## config.mk

```make
export PLATFORM = sky130hd
export DESIGN_NAME = clk_div_prog
export DESIGN_NICKNAME = d
export VERILOG_FILES = /design/src/rtl/clk_div_prog.sv
export SDC_FILE = /design/constraint.sdc
export NUM_CORES = 1
export LEC_CHECK = 0
export BUFFER_PORTS_ARGS = -buffer_cell sky130_fd_sc_hd__buf_4
export CAP_MARGIN = 0
export CELL_PAD_IN_SITES_DETAIL_PLACEMENT = 0
export CELL_PAD_IN_SITES_GLOBAL_PLACEMENT = 1
export CORE_MARGIN = 5
export CORE_UTILIZATION = 25
export CTS_CLUSTER_DIAMETER = 80
export DETAILED_ROUTE_END_ITERATION = 8
export PLACE_DENSITY_LB_ADDON = 0.1
export SLEW_MARGIN = 5
export SYNTH_ARGS = -nofsm -noshare
export SYNTH_HDL_FRONTEND = slang
export SYNTH_SLANG_ARGS = --single-unit
```

## constraint.sdc

```tcl
create_clock -name clk -period 5.8 [get_ports clk]
set_input_delay 0.29 -clock clk [delete_from_list [all_inputs] [get_ports clk]]
set_output_delay 0.29 -clock clk [all_outputs]
set_load 0.02 [all_outputs]
```

## src/rtl/clk_div_prog.sv

```systemverilog
// Programmable clock divider: pulse or square output, divisor updates land on period boundaries.
// div_out is registered from next-state so it lines up with the cycle's count; loads handshake via div_ready.
module clk_div_prog #(
  parameter int CNT_W   = 8,
  parameter int DIV_RST = 2
) (
  input  logic             clk,
  input  logic             nrst,
  input  logic             en,
  input  logic             mode,
  input  logic [CNT_W-1:0] div_val,
  input  logic             div_load,
  output logic             div_ready,
  output logic             div_out,
  output logic             tick,
  output logic [CNT_W-1:0] div_active
);

  localparam logic [CNT_W-1:0] ONE       = CNT_W'(1);
  localparam logic [CNT_W-1:0] DIV_RST_V = CNT_W'(DIV_RST);

  typedef enum logic {
    ST_STOP = 1'b0,
    ST_RUN  = 1'b1
  } state_t;

  state_t           state_q, state_d;
  logic [CNT_W-1:0] cnt_q, cnt_d;
  logic [CNT_W-1:0] div_q, div_d;
  logic [CNT_W-1:0] pdiv_q, pdiv_d;
  logic             pend_q, pend_d;
  logic             mode_q, mode_d;
  logic             out_q, out_d;

  logic running;
  logic bnd;
  logic apply;
  logic accept;
  logic restart;

  // Output shape for a given count; used for the next-state register value.
  function automatic logic out_fn(input logic             run,
                                  input logic [CNT_W-1:0] d,
                                  input logic [CNT_W-1:0] c,
                                  input logic             sq);
    logic [CNT_W:0] half;
    logic           res;
    half = ({1'b0, d} + {{CNT_W{1'b0}}, 1'b1}) >> 1;
    res  = 1'b0;
    if (run && d != '0) begin
      if (sq && d > ONE) res = ({1'b0, c} < half);
      else               res = (c == '0);
    end
    return res;
  endfunction

  always_comb begin
    running = (state_q == ST_RUN);
    bnd     = !running || (div_q <= ONE) || (cnt_q == div_q - ONE);
    apply   = pend_q && bnd;
    accept  = div_load && !pend_q;
    restart = !en || bnd;
  end

  // Divisor handshake: apply wins, and accept is only possible when nothing is pending.
  always_comb begin
    div_d  = div_q;
    pdiv_d = pdiv_q;
    pend_d = pend_q;
    if (apply) begin
      div_d  = pdiv_q;
      pend_d = 1'b0;
    end else if (accept) begin
      pdiv_d = div_val;
      pend_d = 1'b1;
    end
  end

  always_comb begin
    state_d = state_q;
    cnt_d   = cnt_q;
    if (!en) begin
      state_d = ST_STOP;
      cnt_d   = '0;
    end else if (!running) begin
      state_d = ST_RUN;
      cnt_d   = '0;
    end else if (bnd) begin
      cnt_d   = '0;
    end else begin
      cnt_d   = cnt_q + ONE;
    end
  end

  always_comb begin
    mode_d = restart ? mode : mode_q;
    out_d  = out_fn(state_d == ST_RUN, div_d, cnt_d, mode_d);
  end

  always_ff @(posedge clk or negedge nrst) begin
    if (!nrst) begin
      state_q <= ST_STOP;
      cnt_q   <= '0;
      div_q   <= DIV_RST_V;
      pdiv_q  <= '0;
      pend_q  <= 1'b0;
      mode_q  <= 1'b0;
      out_q   <= 1'b0;
    end else begin
      state_q <= state_d;
      cnt_q   <= cnt_d;
      div_q   <= div_d;
      pdiv_q  <= pdiv_d;
      pend_q  <= pend_d;
      mode_q  <= mode_d;
      out_q   <= out_d;
    end
  end

  assign div_out    = out_q;
  assign div_ready  = !pend_q;
  assign div_active = div_q;
  assign tick       = running && (div_q != '0) && (cnt_q == div_q - ONE);

  a_out_aligned: assert property (@(posedge clk) disable iff (!nrst)
    div_out == out_fn(state_q == ST_RUN, div_q, cnt_q, mode_q));

  a_cnt_range: assert property (@(posedge clk) disable iff (!nrst)
    (state_q == ST_RUN && div_q != '0) |-> (cnt_q < div_q));

  a_halt_zero: assert property (@(posedge clk) disable iff (!nrst)
    (div_q == '0) |-> (cnt_q == '0 && !div_out && !tick));

  a_tick_run: assert property (@(posedge clk) disable iff (!nrst)
    tick |-> (state_q == ST_RUN));

endmodule

```

==> flow_metrics.env, run 1 <==
export IMPL_cts_tree="built"
export IMPL_finalSetupTns_ps=0
export IMPL_netlist_top_cells_area="dfrtp_1 33%, mux2_2 7.6%, ha_1 7.3%, xor2_1 5.1%, xnor2_1 4.2%"
export IMPL_final_common_cell="dfrtp_1"
export IMPL_post_cts_buffers=0
export IMPL_start_kind="register"
export IMPL_antenna_diode_count=0
export IMPL_viasPerCell=4.737
export IMPL_ctsLongestPathBuffers=2
export IMPL_rsz0062_at_grt="no"
export IMPL_yosysTopAreaCell="dfrtp_1"
export IMPL_slew_violations=0
export IMPL_clock_latency_ps=270
export IMPL_synth_edff_count=0
export IMPL_setup_viol=0
export IMPL_grt_use_total_pct=11.62
export IMPL_crit_required_ps=6020
export IMPL_die_w_um=100.9
export IMPL_final_cell_mix="27 x dfrtp_1, 23 x buf_4, 16 x nor2_1, 14 x nand2_1, 14 x mux2_2"
export IMPL_multi_input_area_um2=1244
export IMPL_period_minus_slack_ps=4573
export IMPL_p_per_area_nw_per_um2=466.6
export IMPL_hpwl_mm=4.434
export IMPL_worst_pin_slew_ps=696.2
export IMPL_core_um2=8134
export IMPL_grt_max_degree=29
export IMPL_maxCapViolations=0
export IMPL_grt_overflow_total=0
export IMPL_clock_sinks=28
export IMPL_hold_viol=0
export IMPL_wl_per_cell_um=16.66
export IMPL_final_nets=252
export IMPL_critical_path_class="register to register"
export IMPL_fill_cells=873
export IMPL_syn_area_um2=2067
export IMPL_cp_max_fo=17
export IMPL_regArea_um2=701.9
export IMPL_die_area_um2=10190
export IMPL_ant_nets=0
export IMPL_row_count=33
export IMPL_r2r_slack_ps=1230
export IMPL_htreeDepth=1
export IMPL_cts_root_buf="clkbuf_8"
export IMPL_rr_worst_depth=17
export IMPL_outcome="finished, final reports clean"
export IMPL_synth_cell_types=51
export IMPL_timing_fmax_ghz=0.2187
export IMPL_clk_pin_slew_worst_paths_ps=100
export IMPL_vdd_drop_max_v=0.0001940
export IMPL_yosysWarnings=0
export IMPL_end_kind="register"
export IMPL_area_growth_pct=13.50
export IMPL_via_count=1568
export IMPL_drive_above_1_share_pct=21.68
export IMPL_worstHoldPathType="input pin to register"
export IMPL_antenna_found_initial=0
export IMPL_hold_ws_ps=152.8
export IMPL_syn_nets=237
export IMPL_portBuffers=23
export IMPL_gp_congestion=0.6922
export IMPL_dr_pass1_iters=3
export IMPL_p_leak_nw=1.000
export IMPL_routed_wirelength_mm=5.516
export IMPL_relSlewSlack_pct=53.49
export IMPL_skew_ps=5.222
export IMPL_period_share_pct=78.84
export IMPL_synth_seq_area_share_pct=33.96
export IMPL_grt_first_pass_wirelength_mm=9.239
export IMPL_drt_initial_drc_count=44
export IMPL_remaining_drc_errors=0
export IMPL_initial_core_util_pct=25.41
export IMPL_yosysTopAreaCellShare_pct=32.69
export IMPL_avgSynthCellArea_um2=9.750
export IMPL_hold_depth=1
export IMPL_die_height_um=100.9
export IMPL_synth_seq_cells=28
export IMPL_ios=24
export IMPL_arrival_ps=4790
export IMPL_cts_buffers=3
export IMPL_synth_ff_type="dfrtp_1"
export IMPL_grt_pass1_vias=1718
export IMPL_synthCells=212
export IMPL_async_reset_ff_share_pct=100.0
[Yosys cell counts (3+ instances only)]
cell / instances
a21oi_1: 7
ha_1: 12
clkbuf_1: 6
mux2_2: 14
dfrtp_1: 27
mux2i_1: 8
nand2_1: 14
nor3_1: 5
nand3_1: 11
inv_1: 11
nor2_1: 16
o21ai_0: 3
xor2_1: 12
nand2b_1: 3
xnor2_1: 10
buf_2: 4
nor2b_1: 4
nand4_1: 7
[metrics by stage]
stage / utilization (%) / std cells / total power, mW / worst slack, ps / cell area (um2)
6_report: 28.84 / 331 / 1.095 / 1227 / 2346
5_1_grt: 28.84 / 331 / 1.202 / 785.6 / 2346
4_1_cts: 28.84 / 331 / 1.120 / 1133 / 2346
3_5_place_dp: 28.16 / 326 / 1.005 / 1148 / 2291
3_3_place_gp: 28.16 / 326 / 1.011 / 1303 / 2291
2_1_floorplan: - / 212 / 0.8206 / 1520 / 2067
[metal layers]
layer,track usage [%],up-vias,part of all wire (%)
met5,0,-,0
met4,3.170,0,1.5
met3,2.076,6,3.1
met2,20.20,23,49
met1,14.72,754,46
li1,-,785,-
[worst max-delay path: stages (launching register included)]
cell and delay [ps]:
dfstp_2 620, inv_1 80, ha_1 290, nor4b_1 350
a32oi_1 90, a21oi_1 380, o221ai_4 370, mux2_2 400
ha_1 240, xnor2_1 170, ha_1 240, o21a_1 170
o2111ai_1 220, a21oi_1 70, a2111oi_0 410, o41ai_1 150
nand3_1 100, and4_1 170
[flip-flops by register name (all words and copies together), names as in the netlist]
register	count
pdiv_q	8
cnt_q	8
mode_q	1
pend_q	1
div_active	8
div_out	1
running	1
[cells by family after synthesis]
logic type	Yosys count	synth area share, %
mux	23	12.23
buf+inv	25	5.871
compound gates	28	11.80
simple gates	74	19.55
fa+ha+maj	12	7.264
xor+xnor	22	9.322
flops	28	33.96
[path summary, 6_finish.rpt]
path	from	to
setup reg to reg	div_active[1]$_DFF_PN1_	div_out$_DFF_PN0_
hold / removal	en	running$_DFF_PN0_
hold reg to reg	mode_q$_DFF_PN0_	mode_q$_DFF_PN0_
min in group asynchronous	nrst	div_active[5]$_DFF_PN0_
max in group asynchronous	nrst	div_active[1]$_DFF_PN1_
setup / recovery	div_active[1]$_DFF_PN1_	div_out$_DFF_PN0_
[area by class of cell]
type,count,area share (%)
sequential,28,29.92
tap,105,5.600
multi-input combinational,159,53.01
inverter,11,1.760
clock buffer,4,1.920
timing repair buffer,24,7.787
[report_power, final]
part	internal (mW)	switching [mW]	leakage [nW]
clock network	0.0492	0.0602	0.0228
registers	0.264	0.154	0.344
logic	0.269	0.298	0.633
total	0.582	0.512	1.00
[timing repair]
action                                 4_1_cts  5_1_grt
hold buffers                                 1        0
endpoints found under the hold margin       27        0
gates resized for setup                      0        0
(Power assumes the default switching activity.)
==> run 2, diff against run 1 <==
==> constraint.sdc (replaced) <==
create_clock -name clk -period 4.6 [get_ports clk]
set_input_delay 0.23 -clock clk [delete_from_list [all_inputs] [get_ports clk]]
set_output_delay 0.23 -clock clk [all_outputs]
set_load 0.02 [all_outputs]
==> run 2 against run 1 <==
Sequential power up 21%. Worst hold slack got worse by 61 ps. Worst setup slack got worse by 890 ps. Clock skew grew 3.2 ps. Maximum frequency up 7.4%. Sequential share of layout area down 1.3 points. Die area unchanged. Core utilization up 1.4 points. Critical path type unchanged.
==> flow_metrics.env, run 2 (synthesized netlist as in run 1, its figures left out) <==
export IMPL_arrival_ps=4480
export IMPL_critPathSlowestCell="dfstp_2"
export IMPL_row_count=33
export IMPL_drt_initial_drc_count=34
export IMPL_crit_family="compound AO/OA/AOI/OAI gates"
export IMPL_area_growth_pct=18.89
export IMPL_grt_max_degree=29
export IMPL_clk_pin_slew_worst_paths_ps=100
export IMPL_core_um2=8134
export IMPL_slew_violations=0
export IMPL_clock_latency_ps=280
export IMPL_routed_wirelength_mm=5.636
export IMPL_initial_core_util_pct=25.41
export IMPL_place_ws_ps=70.00
export IMPL_worst_pin_slew_ps=731.3
export IMPL_timing_fmax_ghz=0.2348
export IMPL_htreeDepth=1
export IMPL_ant_nets=0
export IMPL_p_per_area_nw_per_um2=597.2
export IMPL_skew_ps=8.440
export IMPL_final_common_cell="buf_4"
export IMPL_period_minus_slack_ps=4258
export IMPL_grt_use_total_pct=11.48
export IMPL_drive_above_1_share_pct=27.62
export IMPL_setup_viol=0
export IMPL_p_leak_nw=1.056
export IMPL_hold_viol=0
export IMPL_critical_path_class="register to register"
export IMPL_ios=24
export IMPL_grt_first_pass_wirelength_mm=9.080
export IMPL_rsz0062_at_grt="no"
export IMPL_wl_per_cell_um=16.38
export IMPL_period_share_pct=92.57
export IMPL_critPathBufInv=3
export IMPL_via_count=1605
export IMPL_cp_cell_sequence="inv_1 > ha_2 > o311a_2 > a2111oi_4 > o221ai_4 > buf_4 > buf_4 > mux2i_1 > nand2_1 > xnor2_1 > ha_1 > and3_1 > o2111ai_1 > a21oi_1 > a2111oi_2 > o41ai_1 > nand3_1 > and4_1"
export IMPL_portBuffers=23
export IMPL_grt_pass1_vias=1641
export IMPL_end_kind="register"
export IMPL_clock_sinks=28
export IMPL_setup_slack_ps=341.9
export IMPL_die_height_um=100.9
export IMPL_gp_congestion=0.7601
export IMPL_finalSetupTns_ps=0
export IMPL_worstHoldPathType="input pin to register"
export IMPL_dr_pass1_iters=4
export IMPL_antenna_found_initial=0
export IMPL_cts_buffers=3
export IMPL_final_nets=265
export IMPL_relSlewSlack_pct=51.14
export IMPL_die_area_um2=10190
export IMPL_cts_tree="built"
export IMPL_cp_slowest_stage_delay_ps=580
export IMPL_viasPerCell=4.666
export IMPL_outcome="finished, final reports clean"
export IMPL_maxCapViolations=0
export IMPL_ctsLongestPathBuffers=2
export IMPL_vdd_drop_max_v=0.0002295
export IMPL_cts_root_buf="clkbuf_8"
export IMPL_cp_max_fo=9
export IMPL_hpwl_mm=4.439
export IMPL_grt_overflow_total=0
export IMPL_cpMostUsedCell="buf_4"
export IMPL_die_w_um=100.9
export IMPL_crit_required_ps=4820
export IMPL_antenna_diode_count=0
export IMPL_final_cell_mix="36 x buf_4, 26 x dfrtp_1, 16 x nor2_1, 14 x nand2_1, 14 x mux2_2"
export IMPL_remaining_drc_errors=0
export IMPL_start_kind="register"
==> run 2: area by class of cell <==
type                       count  area (um2)
tap                          105       131.4
timing repair buffer          37       280.3
inverter                      11       41.29
sequential                    28       703.2
fill                         857        5677
multi-input combinational    159        1256
clock buffer                   4       45.04
==> run 2: where the power goes <==
part / switching [mW] / internal, mW
combinational: 0.416 / 0.404
clock: 0.0801 / 0.0622
sequential: 0.171 / 0.335
==> run 2: path summary, 6_finish.rpt <==
| path | start | end | slack [ps] | depth (start not counted) |
|---|---|---|---|---|
| setup / recovery | div_active[1]$_DFF_PN1_ | div_out$_DFF_PN0_ | 340 | 18 |
| hold / removal | en | running$_DFF_PN0_ | 90 | 1 |
| setup reg to reg | div_active[1]$_DFF_PN1_ | div_out$_DFF_PN0_ | 340 | 18 |
| hold reg to reg | mode_q$_DFF_PN0_ | mode_q$_DFF_PN0_ | 530 | 1 |
| max in group asynchronous | nrst | div_active[1]$_DFF_PN1_ | 3850 | 2 |
| min in group asynchronous | nrst | div_active[5]$_DFF_PN0_ | 410 | 2 |
==> run 2: metrics by stage <==
stage | power [mW] | util (%) | area [um2] | hold WS (ps) | std cells
floorplan | 1.035 | - | 2067 | -65.59 | 212
global placement | 1.305 | 28.63 | 2328 | 188.6 | 331
detailed placement | 1.291 | 28.63 | 2328 | 194.2 | 331
CTS | 1.441 | 29.30 | 2384 | 84.69 | 336
global route | 1.595 | 30.21 | 2457 | 74.71 | 344
finish | 1.468 | 30.21 | 2457 | 92.03 | 344
==> run 2: per-layer routing <==
metal | wire [um] | GRT usage (%)
met1 | 2648 | 15.86
met2 | 2697 | 18.13
met3 | 157 | 2.007
met4 | 133 | 3.681
met5 | 0 | 0
==> run 2: what timing repair did <==
item | 4_1_cts | 5_1_grt
endpoints found under the setup margin | 0 | 1
setup buffers | 0 | 8
hold buffers | 1 | 0
gates resized for setup | 0 | 5
endpoints found under the hold margin | 27 | 0
==> run 3, diff against run 2 <==
--- a/config.mk
+++ b/config.mk
@@ -12,7 +12,9 @@
 export CORE_MARGIN = 5
 export CORE_UTILIZATION = 25
 export CTS_CLUSTER_DIAMETER = 80
+export CTS_CLUSTER_SIZE = 30
 export DETAILED_ROUTE_END_ITERATION = 8
+export GPL_TIMING_DRIVEN = 0
 export PLACE_DENSITY_LB_ADDON = 0.1
 export SLEW_MARGIN = 5
 export SYNTH_ARGS = -nofsm -noshare
==> run 3 against run 2 <==
Global-route usage decreased by 0.32 points. Cell area increased by 4.7%. Flip-flop and latch count unchanged. Final cell count increased by 2.0%. Largest power group unchanged. Register-to-register slack got worse by 60 ps. Die area unchanged. Clock skew decreased by 2.9 ps. Critical endpoint unchanged.
==> flow_metrics.env, run 3 (synthesized netlist as in run 1, its figures left out) <==
export IMPL_outcome="finished, final reports clean"
export IMPL_remaining_drc_errors=0
export IMPL_p_sw_uw=694.9
export IMPL_finish_instance_area_um2=2572
export IMPL_initial_core_util_pct=25.41
export IMPL_worst_pin_slew_ps=448.7
export IMPL_critical_path_class="register to register"
export IMPL_die_w_um=100.9
export IMPL_vdd_drop_max_v=0.0002106
export IMPL_viasPerCell=4.590
export IMPL_core_um2=8134
export IMPL_crit_family="compound AO/OA/AOI/OAI gates"
export IMPL_portBuffers=23
export IMPL_setup_slack_ps=284.0
export IMPL_timing_fmax_ghz=0.2317
export IMPL_dpl_cell_area_um2=2371
export IMPL_grt_pass1_vias=1680
export IMPL_crit_path_end="div_out$_DFF_PN0_"
export IMPL_setup_worst_path_start="div_active[1]$_DFF_PN1_"
export IMPL_ctsLongestPathBuffers=2
export IMPL_hold_viol=0
export IMPL_r2r_slack_ps=280
export IMPL_path_depth=20
export IMPL_end_kind="register"
export IMPL_combPwrFrac_pct=57.7
export IMPL_power_share_clock_pct=12.7
export IMPL_setup_viol=0
export IMPL_skew_ps=5.500
export IMPL_cts_tree="built"
export IMPL_seqPwrFrac_pct=29.6
export IMPL_final_cell_mix="31 x buf_4, 27 x dfrtp_1, 16 x nor2_1, 14 x nand2_1, 14 x mux2_2"
export IMPL_drive_above_1_share_pct=29.67
export IMPL_clock_sinks=28
export IMPL_place_ws_ps=-441.6
export IMPL_worstHoldPathType="input pin to register"
export IMPL_start_kind="register"
export IMPL_multi_input_area_um2=1309
export IMPL_r2r_start="div_active[1]$_DFF_PN1_"
export IMPL_crit_required_ps=4820
export IMPL_slew_violations=0
export IMPL_routed_wirelength_mm=5.524
export IMPL_reg2reg_to="div_out$_DFF_PN0_"
export IMPL_clock_latency_ps=280
export IMPL_final_common_cell="buf_4"
export IMPL_arrival_ps=4540
export IMPL_regArea_um2=701.9
export IMPL_clk_pin_slew_worst_paths_ps=100
export IMPL_fill_cells=858
export IMPL_swShare_pct=44.29
export IMPL_htreeDepth=1
export IMPL_cp_max_fo=10
export IMPL_die_height_um=100.9
export IMPL_dr_pass1_iters=4
export IMPL_finalPower_mw=1.569
export IMPL_period_minus_slack_ps=4316
export IMPL_ant_nets=0
export IMPL_maxCapViolations=0
export IMPL_relSlewSlack_pct=70.08
export IMPL_antenna_diode_count=0
export IMPL_grt_use_total_pct=11.16
export IMPL_power_internal_uw=874.0
export IMPL_via_count=1611
export IMPL_rr_worst_depth=20
export IMPL_area_growth_pct=24.46
export IMPL_cts_buffers=3
export IMPL_grt_overflow_total=0
export IMPL_p_per_area_nw_per_um2=609.9
export IMPL_cts_root_buf="clkbuf_8"
export IMPL_cp_cell_sequence="inv_1 > ha_1 > buf_4 > o311a_2 > a2111oi_4 > o221ai_4 > buf_8 > mux2i_2 > inv_1 > ha_4 > nand2_1 > xor2_2 > ha_1 > and3_2 > o2111ai_2 > a21oi_2 > a2111oi_4 > o41ai_2 > nand3_1 > and4_1"
export IMPL_p_leak_nw=1.101
export IMPL_cp_slowest_stage_delay_ps=560
export IMPL_hpwl_mm=4.334
export IMPL_drt_initial_drc_count=36
export IMPL_wl_per_cell_um=15.74
export IMPL_final_nets=272
export IMPL_gp_congestion=0.7223
export IMPL_antenna_found_initial=0
export IMPL_period_share_pct=93.83
export IMPL_grt_first_pass_wirelength_mm=8.928
export IMPL_die_area_um2=10190
export IMPL_ios=24
export IMPL_critPathSlowestCell="dfstp_2"
export IMPL_critPathBufInv=4
export IMPL_row_count=33
export IMPL_grt_max_degree=29
==> run 3: changes by cell type in the layout (fill, tap and decap cells not counted), moves of 2 or more <==
cell      delta
buf_6        +2
clkbuf_1     +5
buf_4        -5
a21oi_1      -2
buf_2        +3
a21oi_2      +2
==> run 3: metrics by stage <==
stage	instances	hold slack, ps	utilization, %	setup TNS [ps]
2_1_floorplan	212	-65.59	-	0
3_3_place_gp	340	188.4	29.15	-475.5
3_5_place_dp	340	193.1	29.15	-441.6
4_1_cts	349	67.41	30.81	0
5_1_grt	351	58.32	31.63	-12.95
6_report	351	73.40	31.63	0
==> run 3: worst reg2reg max path, cell delays in order (launching register included) <==
cell       delay (ps)
dfstp_2           560
inv_1              60
ha_1              170
buf_4             160
o311a_2           420
a2111oi_4         380
o221ai_4          180
buf_8             180
mux2i_2           200
inv_1             110
ha_4              190
nand2_1           100
xor2_2            160
ha_1              240
and3_2            230
o2111ai_2         120
a21oi_2            80
a2111oi_4         320
o41ai_2           140
nand3_1            90
and4_1            180
==> run 3: per-layer routing <==
metal	vias to the layer above	part of all wire (%)	track usage [%]
met2	21	45	17.47
met3	2	2.5	1.661
met4	0	0.56	1.840
li1	817	-	-
met1	771	52	16.45
met5	-	0	0
==> run 3: power by group through the flow <==
stage	clock network [mW]	registers, mW	logic, mW
floorplan	0	0.475	0.560
global placement	0	0.482	0.828
detailed placement	0	0.480	0.825
CTS	0.208	0.464	0.874
global route	0.219	0.483	0.997
finish	0.199	0.465	0.906
==> run 3: area by class of cell <==
cell class                      instances  area share, %
Buffer                                 14          3.502
Clock buffer                            3          1.605
Clock inverter                          1          1.167
Inverter                               11          1.605
Multi-Input combinational cell        159          50.88
Sequential cell                        28          27.29
Tap cell                              105          5.107
Timing Repair Buffer                   30          8.852
==> run 3: how the worst min path moves through the flow <==
stage,from,end,slack (ps),depth (start not counted)
2_1_floorplan,nrst,cnt_q[0]$_DFF_PN0_,-70,0
3_3_place_gp,nrst,div_active[4]$_DFF_PN0_,190,1
3_5_place_dp,nrst,div_active[4]$_DFF_PN0_,190,1
4_1_cts,en,running$_DFF_PN0_,70,1
5_1_grt,en,running$_DFF_PN0_,60,1
6_report,en,running$_DFF_PN0_,70,1
==> run 3: timing repair <==
action	4_1_cts	5_1_grt
setup endpoints to repair	1	1
pin swaps	3	3
buffers inserted	4	2
hold buffers	1	0
gates resized for setup	5	10
endpoints found under the hold margin	27	0
